==> src/rtl/fir_rns_seq.sv <==
// -----------------------------------------------------------------------------
// fir_rns_seq
// Block-level sequencer for the RNS FIR filter core. For each block it clears
// the core, streams SIGNAL_LENGTH RNS samples into the core input memory,
// triggers compute, waits for the core done flag and streams the filtered
// samples back out over a valid/ready interface. Data is passed through
// unmodified; no residue arithmetic happens here.
//
// Optional feature macro: FIR_RNS_SEQ_TIMEOUT_EN
//   When defined, a watchdog counts cycles in RUN. If the core does not
//   raise fir_done within TIMEOUT_CYCLES, the block is abandoned (back to
//   IDLE) and timeout_err pulses for one cycle. When undefined, RUN waits
//   indefinitely and neither the TIMEOUT_CYCLES parameter, the timeout_err
//   port nor the counter exists.
//
// Ports:
//   clk, reset          clock, synchronous active-high reset
//   start               begin a block (sampled only in IDLE)
//   busy                high in every state except IDLE
//   in_valid/in_ready   input sample handshake, in_data = 4 x 8-bit residues
//   out_valid/out_ready output sample handshake, out_data registered
//   out_last            marks output index SIGNAL_LENGTH-1
//   block_done          one-cycle pulse after the last output is accepted
//   fir_reset, fir_operation, fir_addr, fir_x_rns   core control/data
//   fir_y_rns, fir_done                             core result/status
//   timeout_err         watchdog pulse (FIR_RNS_SEQ_TIMEOUT_EN only)
// -----------------------------------------------------------------------------
module fir_rns_seq #(
`ifdef FIR_RNS_SEQ_TIMEOUT_EN
  parameter int TIMEOUT_CYCLES = 500000,
`endif
  parameter int SIGNAL_LENGTH = 1000
) (
  input  logic        clk,
  input  logic        reset,
  input  logic        start,
  output logic        busy,
  input  logic        in_valid,
  output logic        in_ready,
  input  logic [31:0] in_data,
  output logic        out_valid,
  input  logic        out_ready,
  output logic [31:0] out_data,
  output logic        out_last,
  output logic        block_done,
  output logic        fir_reset,
  output logic [1:0]  fir_operation,
  output logic [31:0] fir_addr,
  output logic [31:0] fir_x_rns,
  input  logic [31:0] fir_y_rns,
`ifdef FIR_RNS_SEQ_TIMEOUT_EN
  input  logic        fir_done,
  output logic        timeout_err
`else
  input  logic        fir_done
`endif
);

  localparam logic [2:0] ST_IDLE   = 3'd0;
  localparam logic [2:0] ST_CLEAR  = 3'd1;
  localparam logic [2:0] ST_LOAD   = 3'd2;
  localparam logic [2:0] ST_RUN    = 3'd3;
  localparam logic [2:0] ST_RD_REQ = 3'd4;
  localparam logic [2:0] ST_RD_CAP = 3'd5;
  localparam logic [2:0] ST_OUT    = 3'd6;

  localparam logic [31:0] LAST_IDX = 32'(SIGNAL_LENGTH - 32'sd1);

  logic [2:0]  state_r;
  logic [2:0]  state_nxt_s;
  logic [31:0] load_cnt_r;
  logic [31:0] rd_cnt_r;
  logic [31:0] out_data_r;
  logic        block_done_r;
  logic        load_acc_s;
  logic        out_acc_s;
  logic        load_last_s;
  logic        rd_last_s;
  logic        tmo_hit_s;

  assign load_acc_s  = (state_r == ST_LOAD) && in_valid;
  assign out_acc_s   = (state_r == ST_OUT) && out_ready;
  assign load_last_s = (load_cnt_r == LAST_IDX);
  assign rd_last_s   = (rd_cnt_r == LAST_IDX);

`ifdef FIR_RNS_SEQ_TIMEOUT_EN
  localparam logic [31:0] TMO_LAST = 32'(TIMEOUT_CYCLES - 32'sd1);

  logic [31:0] tmo_cnt_r;
  logic        timeout_err_r;

  // Watchdog hits on the last allowed RUN cycle without fir_done.
  assign tmo_hit_s = (state_r == ST_RUN) && !fir_done && (tmo_cnt_r == TMO_LAST);

  // Watchdog counter runs only while in RUN, restarts on every RUN entry.
  always_ff @(posedge clk) begin
    if (reset) begin
      tmo_cnt_r <= 32'd0;
    end else if ((state_r == ST_RUN) && !fir_done) begin
      tmo_cnt_r <= tmo_cnt_r + 32'd1;
    end else begin
      tmo_cnt_r <= 32'd0;
    end
  end

  // One-cycle timeout pulse, registered from the hit condition.
  always_ff @(posedge clk) begin
    if (reset) begin
      timeout_err_r <= 1'b0;
    end else begin
      timeout_err_r <= tmo_hit_s;
    end
  end

  assign timeout_err = timeout_err_r;
`else
  assign tmo_hit_s = 1'b0;
`endif

  // Next-state decode of the block sequencer.
  always_comb begin
    state_nxt_s = state_r;
    case (state_r)
      ST_IDLE: begin
        if (start) state_nxt_s = ST_CLEAR;
        else       state_nxt_s = ST_IDLE;
      end
      ST_CLEAR: state_nxt_s = ST_LOAD;
      ST_LOAD: begin
        if (load_acc_s && load_last_s) state_nxt_s = ST_RUN;
        else                           state_nxt_s = ST_LOAD;
      end
      ST_RUN: begin
        // fir_done takes priority over a watchdog hit in the same cycle
        if (fir_done)       state_nxt_s = ST_RD_REQ;
        else if (tmo_hit_s) state_nxt_s = ST_IDLE;
        else                state_nxt_s = ST_RUN;
      end
      ST_RD_REQ: state_nxt_s = ST_RD_CAP;
      ST_RD_CAP: state_nxt_s = ST_OUT;
      ST_OUT: begin
        if (out_acc_s && rd_last_s) state_nxt_s = ST_IDLE;
        else if (out_acc_s)         state_nxt_s = ST_RD_REQ;
        else                        state_nxt_s = ST_OUT;
      end
      default: state_nxt_s = ST_IDLE;
    endcase
  end

  // State register.
  always_ff @(posedge clk) begin
    if (reset) begin
      state_r <= ST_IDLE;
    end else begin
      state_r <= state_nxt_s;
    end
  end

  // Load and read-back counters; cleared at the start of every block.
  always_ff @(posedge clk) begin
    if (reset || (state_r == ST_CLEAR)) begin
      load_cnt_r <= 32'd0;
      rd_cnt_r   <= 32'd0;
    end else begin
      if (load_acc_s) begin
        load_cnt_r <= load_cnt_r + 32'd1;
      end
      if (out_acc_s && !rd_last_s) begin
        rd_cnt_r <= rd_cnt_r + 32'd1;
      end
    end
  end

  // Output sample register: captures core data one cycle after the read request.
  always_ff @(posedge clk) begin
    if (reset) begin
      out_data_r <= 32'd0;
    end else if (state_r == ST_RD_CAP) begin
      out_data_r <= fir_y_rns;
    end
  end

  // Block completion pulse, the cycle after the final output handshake.
  always_ff @(posedge clk) begin
    if (reset) begin
      block_done_r <= 1'b0;
    end else begin
      block_done_r <= out_acc_s && rd_last_s;
    end
  end

  // Core control decode; everything idles at zero unless a state drives it.
  always_comb begin
    fir_operation = 2'b00;
    fir_addr      = 32'd0;
    fir_x_rns     = 32'd0;
    case (state_r)
      ST_LOAD: begin
        if (in_valid) begin
          fir_operation = 2'b01;
          fir_addr      = load_cnt_r;
          fir_x_rns     = in_data;
        end else begin
          fir_operation = 2'b00;
        end
      end
      ST_RUN:    fir_operation = 2'b10;
      ST_RD_REQ: begin
        fir_operation = 2'b11;
        fir_addr      = rd_cnt_r;
      end
      default:   fir_operation = 2'b00;
    endcase
  end

  assign busy       = (state_r != ST_IDLE);
  assign in_ready   = (state_r == ST_LOAD);
  assign out_valid  = (state_r == ST_OUT);
  assign out_last   = (state_r == ST_OUT) && rd_last_s;
  assign fir_reset  = (state_r == ST_CLEAR);
  assign out_data   = out_data_r;
  assign block_done = block_done_r;

endmodule

==> config.mk <==
export PLATFORM = sky130hd
export DESIGN_NAME = fir_rns_seq
export DESIGN_NICKNAME = d
export VERILOG_FILES = /design/src/rtl/fir_rns_seq.sv
export SDC_FILE = /design/constraint.sdc
export NUM_CORES = 1
export LEC_CHECK = 0
export BUFFER_PORTS_ARGS = -buffer_cell sky130_fd_sc_hd__buf_2
export CAP_MARGIN = 20
export CORE_UTILIZATION = 54
export DETAILED_ROUTE_END_ITERATION = 16
export GPL_ROUTABILITY_DRIVEN = 0
export GPL_TIMING_DRIVEN = 0
export PLACE_DENSITY = 0.84
export SYNTH_ARGS = -nofsm -noshare
export SYNTH_HDL_FRONTEND = slang
export SYNTH_SLANG_ARGS = --single-unit
==> constraint.sdc <==
create_clock -name clk -period 3.77 [get_ports clk]
set_clock_uncertainty 0.05 [all_clocks]
set_input_delay 0.754 -clock clk [delete_from_list [all_inputs] [get_ports clk]]
set_output_delay 0.754 -clock clk [all_outputs]
set_load 0.05 [all_outputs]
# Word level (Yosys, flattened, before mapping)
# Index checks and enable logic that the tools add are counted.
# Widths: inputs -> output; s select.
[word_totals]
reg_bits = 100
in_bits = 70
word_cells = 37
[classes]
reduce_logical = 10
n_mux = 12
n_addsub = 2
n_eq_ne = 8
[ops]
columns = ["op", "count"]
rows = [
  ["$mux 32", 3],
  ["$add 32x1->32 const B", 2],
  ["$eq 32x10->1 const B", 2],
  ["$pmux 32 s2", 1],
  ["$pmux 3 s7", 1],
  ["$eq 3x3->1 const B", 3],
  ["$eq 3x2->1 const B", 2],
  ["$logic_and 1x1->1", 6],
  ["$mux 3", 2],
  ["$pmux 2 s3", 1],
  ["$eq 3x1->1 const B", 1],
  ["$logic_not 3->1", 1],
  ["$mux 1", 3],
  ["$reduce_bool 3->1", 1],
  ["$mux 2", 1],
  ["$logic_not 1->1", 1],
  ["$logic_or 1x1->1", 1],
]

# Depth between registers and ports, before layout
# Gate-level depths: netlist of run 1.
[logic_depth]
word_depth = 5
ltp_mapped = 7
ltp_nobuf = 6

# Worst setup path before layout of run 1
# No wires, ideal clock.
[synth_path]
path_kind = "register to output"
startpoint = "reg rd_cnt_r[0]"
endpoint = "out out_last"
path_buffers = 0
path_stages_with_launch = 6
slack_ns = -0.009
arrival_ns = 2.975
path_cell_list = "dfxtp_1 > ha_1 > nor4b_1 > nand4_1 > or2_2 > nor4b_1"
[synth_via]
elab_chain_cells = 2
[synth_lines]
columns = ["item", "line", "source"]
rows = [
  ["start: declaration", "72", "logic [31:0] rd_cnt_r;"],
  ["start signal: assignment", "169", "rd_cnt_r <= rd_cnt_r + 32'd1;"],
  ["$eq 32x10->1", "84", "assign rd_last_s = (rd_cnt_r == LAST_IDX);"],
  ["$logic_and 1x1->1", "219", "assign out_last = (state_r == ST_OUT) && rd_last_s;"],
  ["end: declaration", "44", "output logic out_last,"],
]
# No other way between the ends.

# Worst setup path in the final report of run 1
[layout_path]
startpoint = "reg state_r[2]"
endpoint = "out fir_addr[3]"
[layout_via]
elab_chain_cells = 2
word_cells_on_any_way = 3
[layout_lines]
columns = ["item", "line", "source"]
rows = [
  ["start: declaration", "69", "logic [2:0] state_r;"],
  ["start signal: assignment", "155", "state_r <= state_nxt_s;"],
  ["$eq 3x3->1 / $eq 3x2->1 (equally long branches)", "197", "case (state_r)"],
  ["$pmux 32 s2 (*)", "197", ""],
  ["end: declaration", "48", "output logic [31:0] fir_addr,"],
]
# Mark *: on every way between the ends. The rest lies on a longest branch, timed or not.

==> impl_results.md, run 1 <==
- NetSw: 632 uW
- Port buffer count: 172
- # IOs: 174
- Worst hold slack: 0.411 ns
- WP data required: 2.97 ns
- Starting Density: 0.560
- Vias: 5267
- Final nets: 871
- Per-cell routed wire length: 15.7 um
- Maximum clock insertion buffer count: 2
- Sw Share: 0.312
- DRC Markers: 0
- RSZ-0062 raised after global routing: no
- Site Rows: 34
- Grt ovf: 0
- Reg clk slew, reported paths: 0.10 ns
- Fin util: 0.696
- Crit share post-route: 0.924
- Leakage: 2.54 nW
- Core ar.: 8760 um^2
- Htree depth: 3
- EDFF count, synth: 0
- Sequential share of power: 0.531
- Min Tclk post-route: 3.48 ns
- Setup crit start kind: register
- Relative slew slack: 0.361
- Peak Freq: 0.287 GHz
- TritonRoute pass-1 iters: 6
- Synthesized flop and latch total: 100
- Async set or reset register ratio after synthesis: 0
- Layout cells sized above 1: 0.245
- Die width: 97.3 um
- Setup TNS: 0 ns
- Total wire length: 14300 um
- Mapped cell area: 4910 um^2
- Logic pwr share: 0.144
- Cells after synthesis: 615
- Fin. max-slew vios: 0
- Clock share of power: 0.325
- Root Buffer: clkbuf_8
- Vias/cell: 5.78
- Predominant post-synthesis flop cell: dfxtp_1
- Post-CTS sizing: 0
- Commonest cells after routing, fill and taps aside: buf_2 (173), dfxtp_1 (100), nand2_1 (95), nor2_1 (56), a21oi_1 (47)
- Hold-fix buffers, CTS: 0
- Mapped Nets: 687
- Setup violations, final: 0
- Drt initial violations: 313
- Status: complete, no violations
- Crit-path max FO: 10
- Initial antenna violation count: 0
- Chip height: 97.3 um
- Routed Antenna Nets: 0
- Sink Count: 100
- Die area: 9470 um^2
- Sequential area share after synthesis: 0.408
- Commonest non-fill, non-tap cell in the layout: buf_2
- Pwr Total: 2.03 mW
- Clock Latency Late Sink: 0.37 ns
- Hold path depth: 2
- Synth Area per Inst: 7.98 um^2
- Crit Path Class: reg -> out
- Synth cell types: 38
- Worst hold path class: reg -> reg
- Synth Warn #: 0
- CTS tree: done
- Max-cap viol count: 0
- Vias in the first global route: 4796
- Global-route wire length before repair: 22500 um
- VDD IR-drop max: 0.244 mV
- Internal: 1.39 mW
- FF-to-FF path depth: 6
- Pwr Density: 332 nW/um^2
- Worst-Margin Slew: 0.951 ns
- Post-CTS Setup Inserts: 0
- Final hold vios: 0
- CP endpoint kind: primary output
- Largest net degree at the start of global routing: 19
- Hpwl dp: 10800 um
- Total GRT Usage: 0.291
- Layout area overhead: 24.3%
- Inserted Clock Buffers: 9
- CP arrival: 2.68 ns
- Ant. Diodes: 0
[area by class of cell]
cell class                 instances  area [um^2]
buffer                            38          144
sequential                       100         2000
inverter                           7         26.3
multi-input combinational        470         2750
tap                              108          135
clock buffer                       9          124
timing repair buffer             173          866
fill                             743         2660
clock inverter                     7         57.6
[per-layer routing]
| layer | wire [um] | vias to the layer above | GRT usage |
|---|---|---|---|
| met4 | 336 | 0 | 0.123 |
| met2 | 7160 | 249 | 0.511 |
| met1 | 5740 | 2458 | 0.352 |
| li1 | - | 2526 | - |
| met3 | 1100 | 34 | 0.0468 |
| met5 | 0 | - | 0 |
[cells in the mapped netlist, types with 2 or more instances]
master,count,area share
dfxtp_1,100,0.41
a22o_1,32,0.057
or2_2,3,0.0038
nand4_1,24,0.031
or3_1,13,0.017
xnor2_1,18,0.032
nand2_1,95,0.073
nor4b_1,6,0.011
or4_1,6,0.0092
nor3b_1,2,0.0031
nor4bb_1,2,0.0041
inv_1,7,0.0054
clkbuf_1,36,0.028
o211ai_1,3,0.0046
nor4_1,14,0.018
nor4_2,2,0.0051
nand3_1,25,0.025
and2_1,37,0.047
ha_1,2,0.0051
and3_1,8,0.010
o31ai_1,3,0.0046
nor2_1,56,0.043
a21oi_1,47,0.048
o21ai_0,16,0.016
and4_1,7,0.012
nor3_1,10,0.010
xor2_1,30,0.054
[critical path: stages, from the launching register on]
cell and delay (ns):
dfxtp_1 0.39, clkbuf_1 0.34, inv_1 0.21, nor3_2 0.39, clkbuf_1 0.46, a22o_1 0.25, buf_2 0.27
[state kept, by name, indices dropped and copies added (netlist names)]
name,flops
block_done,1
load_cnt_r,32
rd_cnt_r,32
out_data,32
state_r,3
[stage by stage]
step                instance area (um^2)  worst slack (ns)  std cells
floorplan                           4910             0.681        615
CTS                                 6090             0.126        911
finish                              6100             0.288        912
global placement                    5910             0.349        895
global route                        6100             0.140        912
detailed placement                  5910             0.311        895
[kinds of logic after synthesis]
| family | count (synthesis) | synth area share |
|---|---|---|
| and+or+nand+nor | 316 | 0.332 |
| buffers and inverters | 45 | 0.0347 |
| AOI/OAI and AO/OA | 104 | 0.134 |
| adders and majority gates | 2 | 0.00510 |
| DFF | 100 | 0.408 |
| xor gates and xnor gates | 48 | 0.0857 |
[power by group through the flow]
stage	clock [mW]	sequential [mW]	combinational [mW]
6_report	0.659	1.08	0.291
5_1_grt	0.705	1.08	0.309
4_1_cts	0.659	1.08	0.288
3_5_place_dp	0	1.10	0.286
3_3_place_gp	0	1.10	0.281
2_1_floorplan	0	1.12	0.172
[final timing paths]
path,startpoint,to,slack [ns]
worst max register to register,state_r[0],rd_cnt_r[20],1.05
worst min-delay path,out_data[6],out_data[6],0.41
worst min register to register,out_data[6],out_data[6],0.41
worst max-delay path,state_r[2],fir_addr[3],0.29
Note: power is estimated with default switching activity, not from simulation.
==> run 2: changes to the inputs <==
Settings changed: RECOVER_POWER set to 100.
==> run 2 against run 1 <==
  * Hold slack improved by 0.0027 ns
  * Total power decreased by 0.48%
  * Sequential share of layout area increased by 0.48 points
  * Largest cell class unchanged
  * Sequential cell count unchanged
  * Global-route usage unchanged
  * Cell area decreased by 1.4%
  * Via count increased by 0.70%
  * Clock power decreased by 0.6%
  * Wire length about the same
  * Largest power group unchanged
==> impl_results.md, run 2 (synthesized netlist as in run 1, its figures left out) <==
- Status: complete, no violations
- Hold_sp: out_data[6]
- Final nets: 871 (unchanged)
- Die width: 97.3 um (unchanged)
- Area of the multi-input gates: 2740 um^2 (-0.23%)
- DRC Markers: 0 (unchanged)
- Internal: 1.39 mW (-0.45%)
- Total wire length: 14300 um (about the same)
- NetSw: 629 uW (-0.55%)
- Fin. max-slew vios: 0 (unchanged)
- Inserted Clock Buffers: 9 (unchanged)
- Per-cell routed wire length: 15.7 um (about the same)
- Vias: 5304 (+0.70%)
- Reg2reg end: rd_cnt_r[20]
- Drt initial violations: 359 (+15%)
- Crit share post-route: 0.942 (+0.0182)
- Hold path endpoint: out_data[6]
- Ant. Diodes: 0 (unchanged)
- Sink Count: 100 (unchanged)
- RSZ-0062 raised after global routing: no
- Htree depth: 3 (unchanged)
- Global-route wire length before repair: 22500 um (unchanged)
- Sequential share of power: 0.534 (+0.003)
- Starting Density: 0.560 (unchanged)
- Reg clk slew, reported paths: 0.10 ns (about the same)
- Site Rows: 34 (unchanged)
- Pwr Density: 335 nW/um^2 (+0.97%)
- Worst-Margin Slew: 1.06 ns (+0.114 ns)
- # IOs: 174 (unchanged)
- Peak Freq: 0.282 GHz (-1.9%)
- Pwr Total: 2.02 mW (-0.48%)
- Die area: 9470 um^2 (unchanged)
- Crit-path max FO: 5 (-5)
- Layout cells sized above 1: 0.163 (-0.0821)
- FF-to-FF Start: state_r[0]
- VDD IR-drop max: 0.245 mV (+0.51%)
- Hold path depth: 2 (unchanged)
- Core ar.: 8760 um^2 (unchanged)
- Min Tclk post-route: 3.55 ns (+0.0685 ns)
- Clock share of power: 0.325 (about the same)
- Hpwl dp: 10800 um (unchanged)
- Hold-fix buffers, CTS: 0 (unchanged)
- Setup crit start kind: register
- Root Buffer: clkbuf_8
- Worst hold path class: reg -> reg
- Relative slew slack: 0.283 (-0.0776)
- Setup violations, final: 0 (unchanged)
- R2r setup slk: 0.83 ns (-0.22 ns)
- Final hold vios: 0 (unchanged)
- Sw Share: 0.312 (about the same)
- Layout filler cell count: 788 (+6.1%)
- Crit Path Class: reg -> out
- Maximum clock insertion buffer count: 2 (unchanged)
- Commonest cells after routing, fill and taps aside: clkbuf_1 (102), dfxtp_1 (100), nand2_1 (95), buf_2 (69), nor2_1 (56)
- Vias/cell: 5.82 (+0.70%)
- Reg area: 2000 um^2 (unchanged)
- CP arrival: 2.75 ns (+0.07 ns)
- Logic pwr share: 0.141 (-0.003)
- Clock Latency Late Sink: 0.37 ns (about the same)
- Setup TNS: 0 ns (unchanged)
- Post-CTS Setup Inserts: 0 (unchanged)
- Post-CTS sizing: 0 (unchanged)
- Grt ovf: 0 (unchanged)
- FF-to-FF path depth: 6 (unchanged)
- Largest net degree at the start of global routing: 19 (unchanged)
- Leakage: 2.22 nW (-12%)
- Port buffer count: 172 (unchanged)
- Routed Antenna Nets: 0 (unchanged)
- Commonest non-fill, non-tap cell in the layout: clkbuf_1
- CP endpoint kind: primary output
- Chip height: 97.3 um (unchanged)
- Max-cap viol count: 0 (unchanged)
- CTS tree: done
- Layout area overhead: 22.5%
- Total GRT Usage: 0.291 (unchanged)
- TritonRoute pass-1 iters: 5 (-1)
- Initial antenna violation count: 0 (unchanged)
- Vias in the first global route: 4796 (unchanged)
- WP data required: 2.97 ns (about the same)
==> run 2: cell count changes in the layout (fill, tap and decap cells not counted), sizes merged <==
cell	delta
buf	-105
clkbuf	+105
==> run 2: how the worst max path moves through the flow <==
stage                startpoint             to  slack, ns  cells after the start
finish              rd_cnt_r[0]       out_last       0.22                      6
global route         state_r[2]    fir_addr[4]       0.12                      6
CTS                  state_r[2]    fir_addr[3]       0.13                      6
detailed placement     in_valid  fir_x_rns[30]       0.31                      7
global placement       in_valid  fir_x_rns[23]       0.35                      7
floorplan           rd_cnt_r[0]       out_last       0.68                      5
==> run 2: through the flow <==
| step | hold slack, ns | util | worst slack, ns | instances | area (um^2) |
|---|---|---|---|---|---|
| after floorplan | 0.416 | - | 0.681 | 615 | 4910 |
| after global placement | 0.391 | 0.674 | 0.349 | 895 | 5910 |
| after detailed placement | 0.398 | 0.674 | 0.311 | 895 | 5910 |
| after CTS | 0.412 | 0.695 | 0.126 | 911 | 6090 |
| after global routing | 0.438 | 0.686 | 0.122 | 912 | 6010 |
| final | 0.414 | 0.686 | 0.220 | 912 | 6010 |
==> run 2: routing by layer <==
layer	vias to the layer above	wire length (um)	track usage
li1	2527	-	-
met5	-	0	0
met2	267	7130	0.511
met4	0	336	0.123
met3	36	1120	0.0468
met1	2474	5720	0.352
==> run 2: critical path: stages, from the launching register on <==
cell	delay (ns)
dfxtp_1	0.43
ha_1	0.30
nor4b_1	0.25
nand4_1	0.25
or2_2	0.40
nor4b_2	0.22
clkbuf_1	0.52
==> run 2: cell type report <==
type	instances	area share
clock buffers	9	0.0206
inverters	7	0.00437
plain buffers	38	0.0237
clock inverters	7	0.00957
multi-input cells	470	0.456
flip-flops and latches	100	0.333
repair buffers	173	0.131
well taps	108	0.0225
==> run 2: power by group through the flow <==
stage | combinational (mW) | clock (mW) | sequential, mW
5_1_grt | 0.304 | 0.705 | 1.08
6_report | 0.285 | 0.655 | 1.08
3_3_place_gp | 0.281 | 0 | 1.10
2_1_floorplan | 0.172 | 0 | 1.12
4_1_cts | 0.288 | 0.659 | 1.08
3_5_place_dp | 0.286 | 0 | 1.10
==> run 3: changes to the inputs <==
Settings changed: CELL_PAD_IN_SITES_DETAIL_PLACEMENT set to 1, CELL_PAD_IN_SITES_GLOBAL_PLACEMENT set to 1, CORE_UTILIZATION 54 to 36, PLACE_DENSITY 0.84 to 0.79.
Clock period 3.77 ns to 3.55 ns, I/O delays scaled along.
==> run 3 against run 2 <==
  * Combinational power is 7.7% higher
  * Largest power group unchanged
  * Register-to-register slack worse by 0.37 ns
  * Count of clock-buffer cells in the layout stayed put
  * Cell count is 7.3% higher
  * Core utilization is 21 points lower
  * Largest cell class unchanged
  * Via count is 0.66% higher
  * Non-clock buffer count is 1 lower
  * First-iteration DRC count is 23% lower
  * Clock power is 66% higher
==> impl_results.md, run 3 (synthesized netlist as in run 1, its figures left out) <==
- CP arrival: 2.65 ns (-0.10 ns)
- Logic pwr share: 0.121 (-0.020)
- Min Tclk post-route: 3.41 ns
- Commonest cells after routing, fill and taps aside: dfxtp_1 (100), clkbuf_1 (95), nand2_1 (95), buf_2 (70), nor2_1 (56)
- Commonest non-fill, non-tap cell in the layout: dfxtp_1
- Fin util: 0.472 (-0.214)
- Clock Latency Late Sink: 0.35 ns (-0.02 ns)
- Initial antenna violation count: 0 (unchanged)
- Root Buffer: clkbuf_16
- Hold_sp: out_data[1]
- Worst hold path class: reg -> reg
- Setup crit start kind: register
- Worst hold slack: 0.410 ns (-0.00432 ns)
- Post-route insts no fill: 979 (+7.3%)
- CTS tree: done
- Layout cells sized above 1: 0.172 (+0.00892)
- CP endpoint kind: primary output
- Total GRT Usage: 0.239 (-0.0515)
- Final hold vios: 0 (unchanged)
- Vias: 5339 (+0.66%)
- Hold-fix buffers, CTS: 0 (unchanged)
- Chip height: 119 um (+22%)
- Core ar.: 13200 um^2 (+51%)
- Peak Freq: 0.293 GHz
- Die width: 119 um (+22%)
- Hold path depth: 2 (unchanged)
- Status: complete, no violations
- Maximum clock insertion buffer count: 2 (unchanged)
- Post-CTS Setup Inserts: 0 (unchanged)
- Pwr Density: 406 nW/um^2 (+21%)
- R2r setup slk: 0.46 ns (-0.37 ns)
- Vias in the first global route: 5225 (+8.9%)
- Relative slew slack: 0.262 (-0.0217)
- Pwr Total: 2.54 mW (+26%)
- Leakage: 2.31 nW (+3.9%)
- Port buffer count: 172 (unchanged)
- TritonRoute pass-1 iters: 4 (-1)
- Fin. max-slew vios: 0 (unchanged)
- VDD IR-drop max: 0.273 mV (+12%)
- Htree depth: 3 (unchanged)
- WP data required: 2.79 ns (-0.18 ns)
- Ant. Diodes: 0 (unchanged)
- Reg clk slew, reported paths: 0.07 ns (-0.03 ns)
- Starting Density: 0.371 (-0.189)
- Sink Count: 100 (unchanged)
- Hpwl dp: 13300 um (+23%)
- Crit-path max FO: 5 (unchanged)
- Grt ovf: 0 (unchanged)
- Vias/cell: 5.45 (-6.2%)
- Total wire length: 17000 um (+19%)
- Sequential share of power: 0.450 (-0.084)
- Reg2reg end: rd_cnt_r[17]
- Max-cap viol count: 0 (unchanged)
- Final nets: 870 (-0.11%)
- FF-to-FF path depth: 6 (unchanged)
- Inserted Clock Buffers: 9 (unchanged)
- # IOs: 174 (unchanged)
- Layout area overhead: 27.4%
- FF-to-FF Start: state_r[0]
- RSZ-0062 raised after global routing: no
- Crit Path Class: reg -> out
- Global-route wire length before repair: 26700 um (+19%)
- Hold path endpoint: out_data[1]
- Drt initial violations: 278 (-23%)
- Largest net degree at the start of global routing: 18 (-1)
- Post-CTS sizing: 1 (+1)
- Site Rows: 42 (+24%)
- Die area: 14100 um^2 (+49%)
- Clock share of power: 0.429 (+0.104)
- NetSw: 706 uW (+12%)
- DRC Markers: 0 (unchanged)
- Routed Antenna Nets: 0 (unchanged)
- Per-cell routed wire length: 17.4 um (+11%)
- Internal: 1.83 mW (+32%)
- Post-placement cell count: 963 (+7.6%)
- Worst-Margin Slew: 1.10 ns (+0.0309 ns)
- Setup violations, final: 0 (unchanged)
- Setup TNS: 0 ns (unchanged)
- Sw Share: 0.278 (-0.0338)
- Crit share post-route: 0.961
[run 3: critical path, stage by stage (launching register included)]
cell      delay (ns)
dfxtp_1         0.43
ha_1            0.33
nor4b_1         0.27
nand4_1         0.28
or2_2           0.41
nor4b_2         0.24
clkbuf_2        0.33
[run 3: metrics by stage]
step	setup slack (ns)	cell area, um^2
after global placement	0.109	5990
final	0.137	6250
after detailed placement	0.0707	5990
after CTS	0.0666	6320
after floorplan	0.505	4910
after global routing	0.0372	6250
[run 3: metal layers]
layer | GRT usage | wire (um) | vias up
li1 | - | - | 2536
met1 | 0.282 | 6990 | 2613
met2 | 0.427 | 8690 | 160
met3 | 0.0362 | 860 | 30
met4 | 0.104 | 466 | 0
met5 | 0 | 0 | -
[run 3: cell type report]
cell class	instances	area (um^2)
well taps	176	220
multi-input cells	470	2750
plain buffers	38	149
clock inverters	7	98.8
fillers	1717	6990
inverters	7	26.3
clock buffers	9	225
flip-flops and latches	100	2000
repair buffers	172	783
[run 3: how the worst max path moves through the flow]
stage	from	endpoint	cells past startpoint	slack [ns]
floorplan	rd_cnt_r[0]	out_last	5	0.51
global placement	in_valid	fir_x_rns[23]	7	0.11
detailed placement	in_valid	fir_x_rns[30]	7	0.07
CTS	in_valid	fir_x_rns[30]	7	0.07
global route	rd_cnt_r[1]	out_last	6	0.04
finish	rd_cnt_r[1]	out_last	6	0.14
[run 3: power by group through the flow]
stage          combinational (mW)  clock [mW]  sequential, mW
3_3_place_gp                0.305           0            1.17
4_1_cts                     0.313        1.11            1.14
6_report                    0.307        1.09            1.14
5_1_grt                     0.329        1.15            1.14
3_5_place_dp                0.311           0            1.17
2_1_floorplan               0.183           0            1.19
